## src/rtl/skill_sweep_sequencer.sv

```systemverilog
// Walks a registered year-indexed lookup table from START_YEAR to END_YEAR and offers
// each captured word as a {year, data} record on a valid/ready stream, with sweep statistics.
module skill_sweep_sequencer #(
  parameter int START_YEAR = 2014,
  parameter int END_YEAR   = 2024,
  parameter int LUT_LAT    = 1
) (
  input  logic        clk,
  input  logic        rst,
  input  logic        start_i,
  input  logic        abort_i,
  output logic        busy_o,
  output logic        done_o,
  output logic [31:0] year_addr_o,
  input  logic [31:0] lut_data_i,
  output logic        rec_valid_o,
  input  logic        rec_ready_i,
  output logic [31:0] rec_year_o,
  output logic [31:0] rec_data_o,
  output logic [2:0]  max_coffee_o,
  output logic [7:0]  nonzero_cnt_o
);

  localparam int CW    = (LUT_LAT < 1) ? 1 : $clog2(LUT_LAT + 1);
  localparam bit EMPTY = (START_YEAR > END_YEAR);

  typedef enum logic [1:0] {S_IDLE, S_WAIT, S_PRESENT, S_DONE} state_t;

  state_t        state_reg, state_next;
  logic [CW-1:0] cnt_reg, cnt_next;
  logic [31:0]   year_addr_reg, year_addr_next;
  logic          rec_valid_reg, rec_valid_next;
  logic [31:0]   rec_year_reg, rec_year_next;
  logic [31:0]   rec_data_reg, rec_data_next;
  logic [2:0]    max_coffee_reg, max_coffee_next;
  logic [7:0]    nonzero_cnt_reg, nonzero_cnt_next;

  always_ff @(posedge clk or negedge rst) begin
    if (!rst) begin
      state_reg       <= S_IDLE;
      cnt_reg         <= '0;
      year_addr_reg   <= '0;
      rec_valid_reg   <= 1'b0;
      rec_year_reg    <= '0;
      rec_data_reg    <= '0;
      max_coffee_reg  <= '0;
      nonzero_cnt_reg <= '0;
    end else begin
      state_reg       <= state_next;
      cnt_reg         <= cnt_next;
      year_addr_reg   <= year_addr_next;
      rec_valid_reg   <= rec_valid_next;
      rec_year_reg    <= rec_year_next;
      rec_data_reg    <= rec_data_next;
      max_coffee_reg  <= max_coffee_next;
      nonzero_cnt_reg <= nonzero_cnt_next;
    end
  end

  always_comb begin
    state_next       = state_reg;
    cnt_next         = cnt_reg;
    year_addr_next   = year_addr_reg;
    rec_valid_next   = rec_valid_reg;
    rec_year_next    = rec_year_reg;
    rec_data_next    = rec_data_reg;
    max_coffee_next  = max_coffee_reg;
    nonzero_cnt_next = nonzero_cnt_reg;

    case (state_reg)
      S_IDLE: begin
        if (start_i) begin
          max_coffee_next  = '0;
          nonzero_cnt_next = '0;
          if (EMPTY) begin
            state_next = S_DONE;
          end else begin
            year_addr_next = 32'(START_YEAR);
            cnt_next       = CW'(LUT_LAT);
            state_next     = S_WAIT;
          end
        end
      end
      S_WAIT: begin
        if (abort_i) begin
          state_next = S_IDLE;
        end else if (cnt_reg == '0) begin
          rec_data_next  = lut_data_i;
          rec_year_next  = year_addr_reg;
          rec_valid_next = 1'b1;
          state_next     = S_PRESENT;
        end else begin
          cnt_next = cnt_reg - CW'(1);
        end
      end
      S_PRESENT: begin
        // Abort wins over a coincident handshake: the record is dropped uncounted.
        if (abort_i) begin
          rec_valid_next = 1'b0;
          state_next     = S_IDLE;
        end else if (rec_ready_i) begin
          rec_valid_next = 1'b0;
          if (rec_data_reg[8:6] > max_coffee_reg)
            max_coffee_next = rec_data_reg[8:6];
          if (rec_data_reg != '0 && nonzero_cnt_reg != 8'hFF)
            nonzero_cnt_next = nonzero_cnt_reg + 8'd1;
          if (rec_year_reg == 32'(END_YEAR)) begin
            state_next = S_DONE;
          end else begin
            year_addr_next = rec_year_reg + 32'd1;
            cnt_next       = CW'(LUT_LAT);
            state_next     = S_WAIT;
          end
        end
      end
      S_DONE: begin
        state_next = S_IDLE;
      end
      default: begin
        state_next = S_IDLE;
      end
    endcase
  end

  assign busy_o        = (state_reg == S_WAIT) || (state_reg == S_PRESENT);
  assign done_o        = (state_reg == S_DONE);
  assign year_addr_o   = year_addr_reg;
  assign rec_valid_o   = rec_valid_reg;
  assign rec_year_o    = rec_year_reg;
  assign rec_data_o    = rec_data_reg;
  assign max_coffee_o  = max_coffee_reg;
  assign nonzero_cnt_o = nonzero_cnt_reg;

endmodule

```

## config.mk

```make
export PLATFORM = sky130hd
export DESIGN_NAME = skill_sweep_sequencer
export DESIGN_NICKNAME = d
export VERILOG_FILES = /design/src/rtl/skill_sweep_sequencer.sv
export SDC_FILE = /design/constraint.sdc
export NUM_CORES = 1
export LEC_CHECK = 0
export BUFFER_PORTS_ARGS = -buffer_cell sky130_fd_sc_hd__buf_4
export CAP_MARGIN = 30
export CORE_MARGIN = 1.5
export CORE_UTILIZATION = 56
export CTS_CLUSTER_SIZE = 25
export DETAILED_ROUTE_END_ITERATION = 8
export PLACE_DENSITY = 0.94
export SETUP_SLACK_MARGIN = 0.1
export SYNTH_ARGS = -nofsm -noshare
export SYNTH_HDL_FRONTEND = slang
export SYNTH_SLANG_ARGS = --single-unit
```

## constraint.sdc

```tcl
create_clock -name clk -period 3.6 [get_ports clk]
set_clock_uncertainty 0.2 [all_clocks]
set_input_delay 0.72 -clock clk [delete_from_list [all_inputs] [get_ports clk]]
set_output_delay 0.72 -clock clk [all_outputs]
set_load 0.01 [all_outputs]
```

* Yosys cells after proc, flatten, opt, wreduce, memory -nomap -nowiden
Cells that the tools add are included.
Word-level totals: bits in registers 111, logic and storage cells 77
Operators by class: equal/unequal tests 15, add/sub/neg operators 3, reduce and logical (&&, ||, !) cells 14, bitwise gates (word level) 2, magnitude comparators 1, mux-type cells 34
Operator list (number):
- $mux 32 | 4
- $pmux 32 s2 | 1
- $add 32x1->32 const B | 1
- $eq 32x11->1 const B | 1
- $mux 8 | 4
- $reduce_bool 32->1 | 1
- $ne 2x2->1 const B | 8
- $pmux 8 s2 | 1
- $reduce_and 5->1 | 3
- $mux 2 | 6
- $mux 3 | 4
- $mux 1 | 10
- $add 8x1->8 const B | 1
- $ne 8x8->1 const B | 1
- $pmux 2 s4 | 1
- $ne 3x3->1 const B | 2
- $pmux 3 s2 | 1
- $reduce_and 3->1 | 2
- $reduce_and 6->1 | 1
- $eq 2x2->1 const B | 2
- $reduce_and 4->1 | 1
- $reduce_bool 2->1 | 2
- $gt 3x3->1 | 1
- $pmux 1 s3 | 1
- other kinds (8) | 9

* Longest topological paths before layout
Gate-level depths: netlist (run 1).
depth after elaboration 6, depth in mapped cells 9, mapped depth without buffers 7

* Worst setup path before layout (run 1)
Ideal clock, no wire load.
path kind input -> register, start point in start_i, end point reg nonzero_cnt_reg[2], in the netlist nonzero_cnt_o[2], arrival time 1746 ps, path buffers 1, setup slack 1530 ps, data required time 3276 ps, setup time 124 ps, stages on the path 6, path through nand2b_1 -> a21boi_1 -> o21ai_1 -> a21o_1 -> buf_2 -> a211o_1
On the way: cells in the longest elaborated chain, start to end 2
RTL lines:
- start: declaration | line 10 | input logic start_i,
- $ne 2x2->1 (no source line)
- $reduce_and 5->1 (no source line)
- end signal: assignment | line 56 | nonzero_cnt_reg <= nonzero_cnt_next;
- end: declaration | line 36 | logic [7:0] nonzero_cnt_reg, nonzero_cnt_next;
No other way between the ends. A chain may end at the register's enable or synchronous reset.

* Worst setup path after layout (run 1)
start point reg state_reg[0], end point reg year_addr_reg[6], in the netlist year_addr_o[6]
On the way: cells in the longest elaborated chain, start to end 3
RTL lines:
- start: declaration | line 29 | state_t state_reg, state_next;
- start signal: assignment | line 49 | state_reg <= state_next;
- $eq 2x2->1 or $logic_not 2->1 (tied branches) | line 70 | case (state_reg)
- $ne 2x2->1 (no source line) or $reduce_bool 2->1 (tied branches)
- $reduce_and 5->1 (no source line)
- end signal: assignment | line 51 | year_addr_reg <= year_addr_next;
- end: declaration | line 31 | logic [31:0] year_addr_reg, year_addr_next;
Parallel ways exist; a longest one is shown, timed or not.

==> results of run 1 <==
worst reg2reg max path: cells and delay by family, from the launching register on:
family	cells	cell delay (ps)
flip-flops	1	440
AO/OA/AOI/OAI	2	730
buffers and inverters	1	120
AND/OR/NAND/NOR	1	530
adder cells (fa/ha/maj)	1	690
how the worst max path moves through the flow:
stage                       startpoint               end  slack (ps)  cells past startpoint
after floorplan                start_i  nonzero_cnt_o[2]        1530                      6
after global placement    state_reg[0]    year_addr_o[1]        1000                      5
after detailed placement  state_reg[0]    year_addr_o[6]         870                      5
after CTS                 state_reg[0]    year_addr_o[6]         830                      5
after global routing      state_reg[0]    year_addr_o[6]         610                      5
final                     state_reg[0]    year_addr_o[6]         770                      5
power by group through the flow:
stage          sequential (mW)  combinational, mW  clock (mW)
3_3_place_gp              1.87               1.66           0
3_5_place_dp              1.89               1.73           0
4_1_cts                   1.87               1.74       0.784
6_report                  1.87               1.73       0.772
2_1_floorplan             1.95              0.920           0
5_1_grt                   1.92               1.88       0.826
synth_stat cells, types with 2 or more instances:
cell / n / area share (%)
sky130_fd_sc_hd__nor3b_1: 3 / 0.43
sky130_fd_sc_hd__xor2_1: 22 / 3.6
sky130_fd_sc_hd__nor3_4: 2 / 0.62
sky130_fd_sc_hd__and4_1: 6 / 0.99
sky130_fd_sc_hd__buf_6: 3 / 0.64
sky130_fd_sc_hd__nor4_1: 12 / 1.4
sky130_fd_sc_hd__a21o_1: 2 / 0.28
sky130_fd_sc_hd__mux2i_1: 4 / 0.76
sky130_fd_sc_hd__buf_2: 9 / 0.85
sky130_fd_sc_hd__nand2b_1: 2 / 0.24
sky130_fd_sc_hd__nand2_1: 34 / 2.4
sky130_fd_sc_hd__a31oi_1: 2 / 0.24
sky130_fd_sc_hd__nor4b_1: 3 / 0.50
sky130_fd_sc_hd__xnor2_1: 7 / 1.2
sky130_fd_sc_hd__nor2_1: 6 / 0.43
sky130_fd_sc_hd__o2bb2ai_1: 23 / 3.8
sky130_fd_sc_hd__o21ai_0: 13 / 1.2
sky130_fd_sc_hd__o21a_1: 2 / 0.28
sky130_fd_sc_hd__dfrtp_1: 111 / 53
sky130_fd_sc_hd__a21oi_1: 6 / 0.57
sky130_fd_sc_hd__o22a_1: 11 / 1.8
sky130_fd_sc_hd__and2_1: 5 / 0.59
sky130_fd_sc_hd__and3_1: 6 / 0.71
sky130_fd_sc_hd__ha_1: 12 / 2.8
sky130_fd_sc_hd__inv_1: 15 / 1.1
sky130_fd_sc_hd__mux2_2: 58 / 12
sky130_fd_sc_hd__nor3_1: 5 / 0.47
sky130_fd_sc_hd__o41ai_1: 2 / 0.33
sky130_fd_sc_hd__nand3_1: 9 / 0.85
sky130_fd_sc_hd__nand4_1: 17 / 2.0
sky130_fd_sc_hd__clkbuf_1: 3 / 0.21
cells by family after synthesis:
family                     count (synthesis)  synth area share [%]
and+or+nand+nor                          119                  13.6
buffers and inverters                     32                  3.20
DFF                                      111                  52.6
adders and majority gates                 12                  2.84
xor gates and xnor gates                  29                  4.81
muxes                                     62                  13.1
AOI/OAI and AO/OA                         68                  9.85
per-layer routing:
metal / track usage, % / vias up / part of all wire (%)
li1: - / 1877 / -
met2: 40.9 / 144 / 50
met1: 35.5 / 2083 / 42
met3: 4.39 / 33 / 5.4
met5: 0 / - / 0
met4: 11.3 / 0 / 3.1
final cells by class:
class,instances,area [µm²]
flip-flops and latches,111,2780
fillers,642,2540
multi-input cells,290,2340
repair buffers,148,1140
well taps,111,139
clock buffers,10,138
clock inverters,5,66.3
inverters,15,56.3
==> run summary, run 1 <==
========================================================================================
Class of the tightest hold or removal check                                     in2async
Antenna-violating nets left                                                            0
Worst-case headroom to the max-slew limit                                          46.9%
Count of cells along the worst register-to-register path                               5
Post-CTS setup-driven buffer insertion count                                           0
Cell family contributing the most delay on the critical path                compound AO/OA/AOI/OAI gates
Post-placement cell count                                                            675
Setup-failing EPs final                                                                0
Sum of routed wire length over all layers                                       12600 µm
WHS                                                                               107 ps
Site Rows                                                                             35
Max-slew violation total from the final report                                         0
Gp weighted congestion                                                             0.863
Net switching component of the power                                             1.65 mW
Number of gates given a new drive strength after cts                                   0
Transition time at the pin with the least slew margin                             796 ps
Number of antenna violations at the first check in global routing                      0
Share of the yosys chip area belonging to registers                                52.6%
Arrival time of data at the critical path endpoint                               2870 ps
Beginning of the worst register-to-register path                            state_reg[0]
Clock share of power                                                               17.6%
Area of the mapped netlist                                                      5290 µm²
Number of storage elements in the synthesis netlist                                  111
Maximum number of pins on one net before global-route repair                          72
Areal power density over the cells                                            658 nW/µm²
Antenna diodes                                                                         0
Cells along the critical path                                               inv_1 -> ha_1 -> o21a_1 -> nand3_2 -> o22a_1
Die Outline Area                                                               10000 µm²
Switching share of power                                                           37.6%
Number of enable-type register cells in the synthesized netlist                        0
Peak ir drop on the vdd network                                                 0.363 mV
Sinks on Clock Net                                                                   111
DR iter-0 viols                                                                      182
Aggregate global-route resource usage                                              25.9%
End-of-flow core utilization                                                       72.4%
CTS H-tree depth                                                                       3
Total half-perimeter wirelength after legalization and detailed placement        8970 µm
Insertion delay to the later sink of the worst-skew pair                          370 ps
Vias in the first global route                                                      3987
Design Area, Final                                                              6660 µm²
Smallest setup slack after layout                                                 775 ps
Max Fclk                                                                         354 MHz
Clk buf depth                                                                          2
Int Pwr                                                                          2.73 mW
Slowest CP cell                                                             sky130_fd_sc_hd__ha_1
Overflow after GRT                                                                     0
Final worst-path cycle share                                                       78.5%
Number of buffers added on ports                                                     146
Leading cell types in the layout, fill and taps excluded                    sky130_fd_sc_hd__buf_4 (146), sky130_fd_sc_hd__dfrtp_1 (111), sky130_fd_sc_hd__mux2_2 (58), sky130_fd_sc_hd__nand2_1 (34), sky130_fd_sc_hd__o2bb2ai_1 (23)
Share of synthesized registers carrying an async set or reset                       100%
CTS tree                                                                            done
Count of unique library cells instantiated by Yosys                                   49
Synthesized Nets                                                                     482
RSZ-0062 raised after global routing                                               false
Clock buffer count from CTS                                                            9
Most frequent standard cell in the layout excluding fill and tap cells      sky130_fd_sc_hd__buf_4
Sequential fraction of design power                                                42.8%
Delay of the slowest cell on the worst path                                       690 ps
Initial Utilization                                                                57.5%
Worst slack, placed                                                               873 ps
Number of warnings printed during yosys synthesis                                      0
Horizontal die dimension                                                          100 µm
Number of buffers and inverters on the critical path                                   1
Reg-to-Reg End                                                              year_addr_o[6]
Combinational share of power                                                       39.6%
Final standard cell count with taps included and fillers excluded                    690
Num ports                                                                            147
Worst setup EP type                                                                 flop
WS Path Type                                                                     reg2reg
Growth of design area from synthesis to finish                                     25.9%
Post-synth top flop                                                         sky130_fd_sc_hd__dfrtp_1
Post-Route Setup TNS                                                                0 ps
Period minus WS final                                                            2830 ps
Largest fanout on the critical path                                                   29
Vias                                                                                4137
Number of maximum-capacitance constraint violations                                    0
Number of vias per cell                                                             6.00
Share of post-route cells with drive strength above 1                              40.4%
Final Hold Fails                                                                       0
DRC violation count after routing                                                      0
Post-layout net count                                                                624
Leak                                                                             3.05 nW
Data required time at the worst endpoint                                         3650 ps
Core Box Area                                                                   9200 µm²
Register-to-Register Setup Slack                                                  770 ps
Wire per inst                                                                    18.3 µm
Total power                                                                      4.38 mW
Total of hold buffers inserted after clock tree synthesis                              0
CTS Root Cell                                                               sky130_fd_sc_hd__clkbuf_8
Number of search-and-repair iterations in the first detailed-routing pass              4
Mapped Cells                                                                         433
Average size of a mapped cell                                                   12.2 µm²
Wire length of the first global-routing pass                                    20400 µm
Status                                                                      complete, no violations
Die Ht                                                                            100 µm
Cell area after placement                                                       6450 µm²
Clock transition at the registers of the reported paths                           110 ps
Startpoint type of the worst setup path                                             flop
========================================================================================
Power figures use the tool's default switching activity.
==> run 2, diff against run 1 <==
- ABC_AREA: not set -> 1
- CORE_UTILIZATION: 56 -> 53
- PLACE_DENSITY: 0.94 -> 0.89
- clock period: 3.6 -> 2.9 ns (I/O delays scaled with it)
==> run summary, run 2 <==
========================================================================================
Status                                                                      complete, no violations
Site Rows                                                                             37
Area of the mapped netlist                                                      5680 µm²
Worst-case headroom to the max-slew limit                                          70.7%
Mapped Cells                                                                         629
Count of unique library cells instantiated by Yosys                                   36
Leading cell types in the layout, fill and taps excluded                    sky130_fd_sc_hd__nand2_1 (163), sky130_fd_sc_hd__buf_4 (150), sky130_fd_sc_hd__dfrtp_1 (111), sky130_fd_sc_hd__nor2_1 (93), sky130_fd_sc_hd__mux2_2 (50)
Average size of a mapped cell                                                   9.04 µm²
Core Box Area                                                                  10400 µm²
Number of vias per cell                                                             5.38
Hold worst-path end                                                         rec_data_o[7]
Number of search-and-repair iterations in the first detailed-routing pass              5
Clk buf depth                                                                          2
Delay of the slowest cell on the worst path                                       420 ps
Number of gates given a new drive strength after cts                                   0
CTS Root Cell                                                               sky130_fd_sc_hd__clkbuf_8
Most frequent cell after synthesis                                          sky130_fd_sc_hd__nand2_1
Horizontal die dimension                                                          107 µm
RSZ-0062 raised after global routing                                               false
Largest fanout on the critical path                                                   19
Die Ht                                                                            107 µm
Cell types with the largest area share after synthesis                      sky130_fd_sc_hd__dfrtp_1 (49%), sky130_fd_sc_hd__nand2_1 (11%), sky130_fd_sc_hd__mux2_2 (9.9%)
Post-synth top flop                                                         sky130_fd_sc_hd__dfrtp_1
List of most frequent post-synthesis cells                                  sky130_fd_sc_hd__nand2_1 (164), sky130_fd_sc_hd__dfrtp_1 (111), sky130_fd_sc_hd__nor2_1 (93)
Number of warnings printed during yosys synthesis                                      0
Aggregate global-route resource usage                                              27.5%
Sinks on Clock Net                                                                   111
Gp weighted congestion                                                             0.950
DRC violation count after routing                                                      0
Beginning of the worst register-to-register path                            state_reg[0]
Period minus WS final                                                            2400 ps
Vias                                                                                4936
Post-placement cell count                                                            900
Final worst-path cycle share                                                       82.7%
Most frequent standard cell in the layout excluding fill and tap cells      sky130_fd_sc_hd__nand2_1
Antenna-violating nets left                                                            0
Launch instance of the worst min-delay path                                 lut_data_i[7]
Total power                                                                      6.38 mW
CTS H-tree depth                                                                       3
Reg-to-Reg End                                                              nonzero_cnt_o[1]
Wire per inst                                                                    15.9 µm
WHS                                                                               234 ps
Max-slew violation total from the final report                                         0
Number of storage elements in the synthesis netlist                                  111
Hold Crit Depth                                                                        2
Max Fclk                                                                         417 MHz
Worst setup EP type                                                                 flop
Startpoint type of the worst setup path                                             flop
Share of post-route cells with drive strength above 1                              32.1%
DR iter-0 viols                                                                      280
Design Area, Final                                                              7090 µm²
Arrival time of data at the critical path endpoint                               2470 ps
Peak ir drop on the vdd network                                                 0.535 mV
Number of filler cells placed in the layout                                          807
Count of cells along the worst register-to-register path                              10
Clock transition at the registers of the reported paths                           100 ps
Number of maximum-capacitance constraint violations                                    0
Cells along the critical path                                               inv_1 -> ha_1 -> buf_4 -> nand2_2 -> o21ai_2 -> a211oi_4 -> buf_4 -> nand2_1 -> nand2_1 -> nand2_1
Vias in the first global route                                                      5015
Maximum number of pins on one net before global-route repair                          80
Setup-failing EPs final                                                                0
Overflow after GRT                                                                     0
Data required time at the worst endpoint                                         2970 ps
Slowest CP cell                                                             sky130_fd_sc_hd__dfrtp_1
Antenna diodes                                                                         0
Synth area leader                                                           sky130_fd_sc_hd__dfrtp_1
Share of the synthesized area in the top cell type                                 48.9%
Post-Route Setup TNS                                                                0 ps
Initial Utilization                                                                54.8%
Share of the yosys chip area belonging to registers                                48.9%
CP dominant cell by count                                                   sky130_fd_sc_hd__nand2_1
Post-layout net count                                                                825
Clock buffer count from CTS                                                            9
Share of synthesized registers carrying an async set or reset                       100%
Final standard cell count with taps included and fillers excluded                    917
Num ports                                                                            147
Areal power density over the cells                                            899 nW/µm²
Number of buffers added on ports                                                     146
Leak                                                                             3.43 nW
Sequential cell area                                                            2780 µm²
Register-to-Register Setup Slack                                                  500 ps
WS Path Type                                                                     reg2reg
Die Outline Area                                                               11400 µm²
Multi-input gate area                                                           2650 µm²
Number of antenna violations at the first check in global routing                      0
Transition time at the pin with the least slew margin                             440 ps
CTS tree                                                                            done
Synthesized Nets                                                                     678
Total half-perimeter wirelength after legalization and detailed placement       10900 µm
Final Hold Fails                                                                       0
Cell area after placement                                                       6890 µm²
Insertion delay to the later sink of the worst-skew pair                          380 ps
Class of the tightest hold or removal check                                       in2reg
Sum of routed wire length over all layers                                       14600 µm
Wire length of the first global-routing pass                                    24300 µm
Number of enable-type register cells in the synthesized netlist                        0
Growth of design area from synthesis to finish                                     24.7%
========================================================================================
-- run 2: area by class of cell --
type	instances	share of cell area, %
Clock buffer	12	2.19
Clock inverter	4	0.424
Inverter	34	1.80
Multi-Input combinational cell	467	37.4
Sequential cell	111	39.2
Tap cell	136	2.40
Timing Repair Buffer	153	16.6
-- run 2: worst max path at each step --
| stage | start | endpoint | slack [ps] | depth (start not counted) |
|---|---|---|---|---|
| floorplan | state_reg[0] | year_addr_o[12] | 940 | 10 |
| global placement | state_reg[0] | year_addr_o[24] | 660 | 10 |
| detailed placement | state_reg[0] | year_addr_o[31] | 550 | 8 |
| CTS | state_reg[0] | year_addr_o[2] | 530 | 9 |
| global route | state_reg[0] | year_addr_o[31] | 290 | 9 |
| finish | state_reg[0] | nonzero_cnt_o[1] | 500 | 10 |
-- run 2: power breakdown --
group,total [mW],leakage [nW],internal (mW),switching (mW)
sequential,2.66,1.40,2.07,0.589
clock,0.886,0.0809,0.360,0.526
combinational,2.83,1.95,1.35,1.48
-- run 2: kinds of logic (layout without fill, tap and decap cells) --
logic type / count (synthesis) / in the layout / share of synthesized area [%]
muxes: 50 / 50 / 9.91
AOI/OAI and AO/OA: 64 / 64 / 6.80
xor gates and xnor gates: 22 / 22 / 3.39
adders and majority gates: 12 / 12 / 2.64
buffers and inverters: 51 / 203 / 4.51
DFF: 111 / 111 / 48.9
and+or+nand+nor: 319 / 319 / 23.9
-- run 2: timing repair --
action                                 in CTS  in global routing
endpoints found under the hold margin      26                  0
hold buffers                                1                  0
buffers inserted                            0                  0
-- run 2: per-layer routing --
metal	global-route usage (%)	routed length (µm)	vias to the layer above	part of all wire, %
li1	-	-	2332	-
met3	6.07	1130	30	7.8
met2	47.0	7270	230	50
met1	33.7	5850	2344	40
met4	11.0	328	0	2.2
met5	0	0	-	0
-- run 2: through the flow --
stage	setup slack, ps	utilization (%)
global placement	661	66.5
floorplan	943	-
CTS	530	68.4
finish	501	68.4
detailed placement	549	66.5
global route	295	68.4
-- run 2: worst max-delay path, delay by kind of cell (launching register included) --
kind | cells | cell delay, ps
adders and majority gates | 1 | 240
DFF | 1 | 420
AOI/OAI and AO/OA | 2 | 390
buffers and inverters | 3 | 590
and+or+nand+nor | 4 | 450
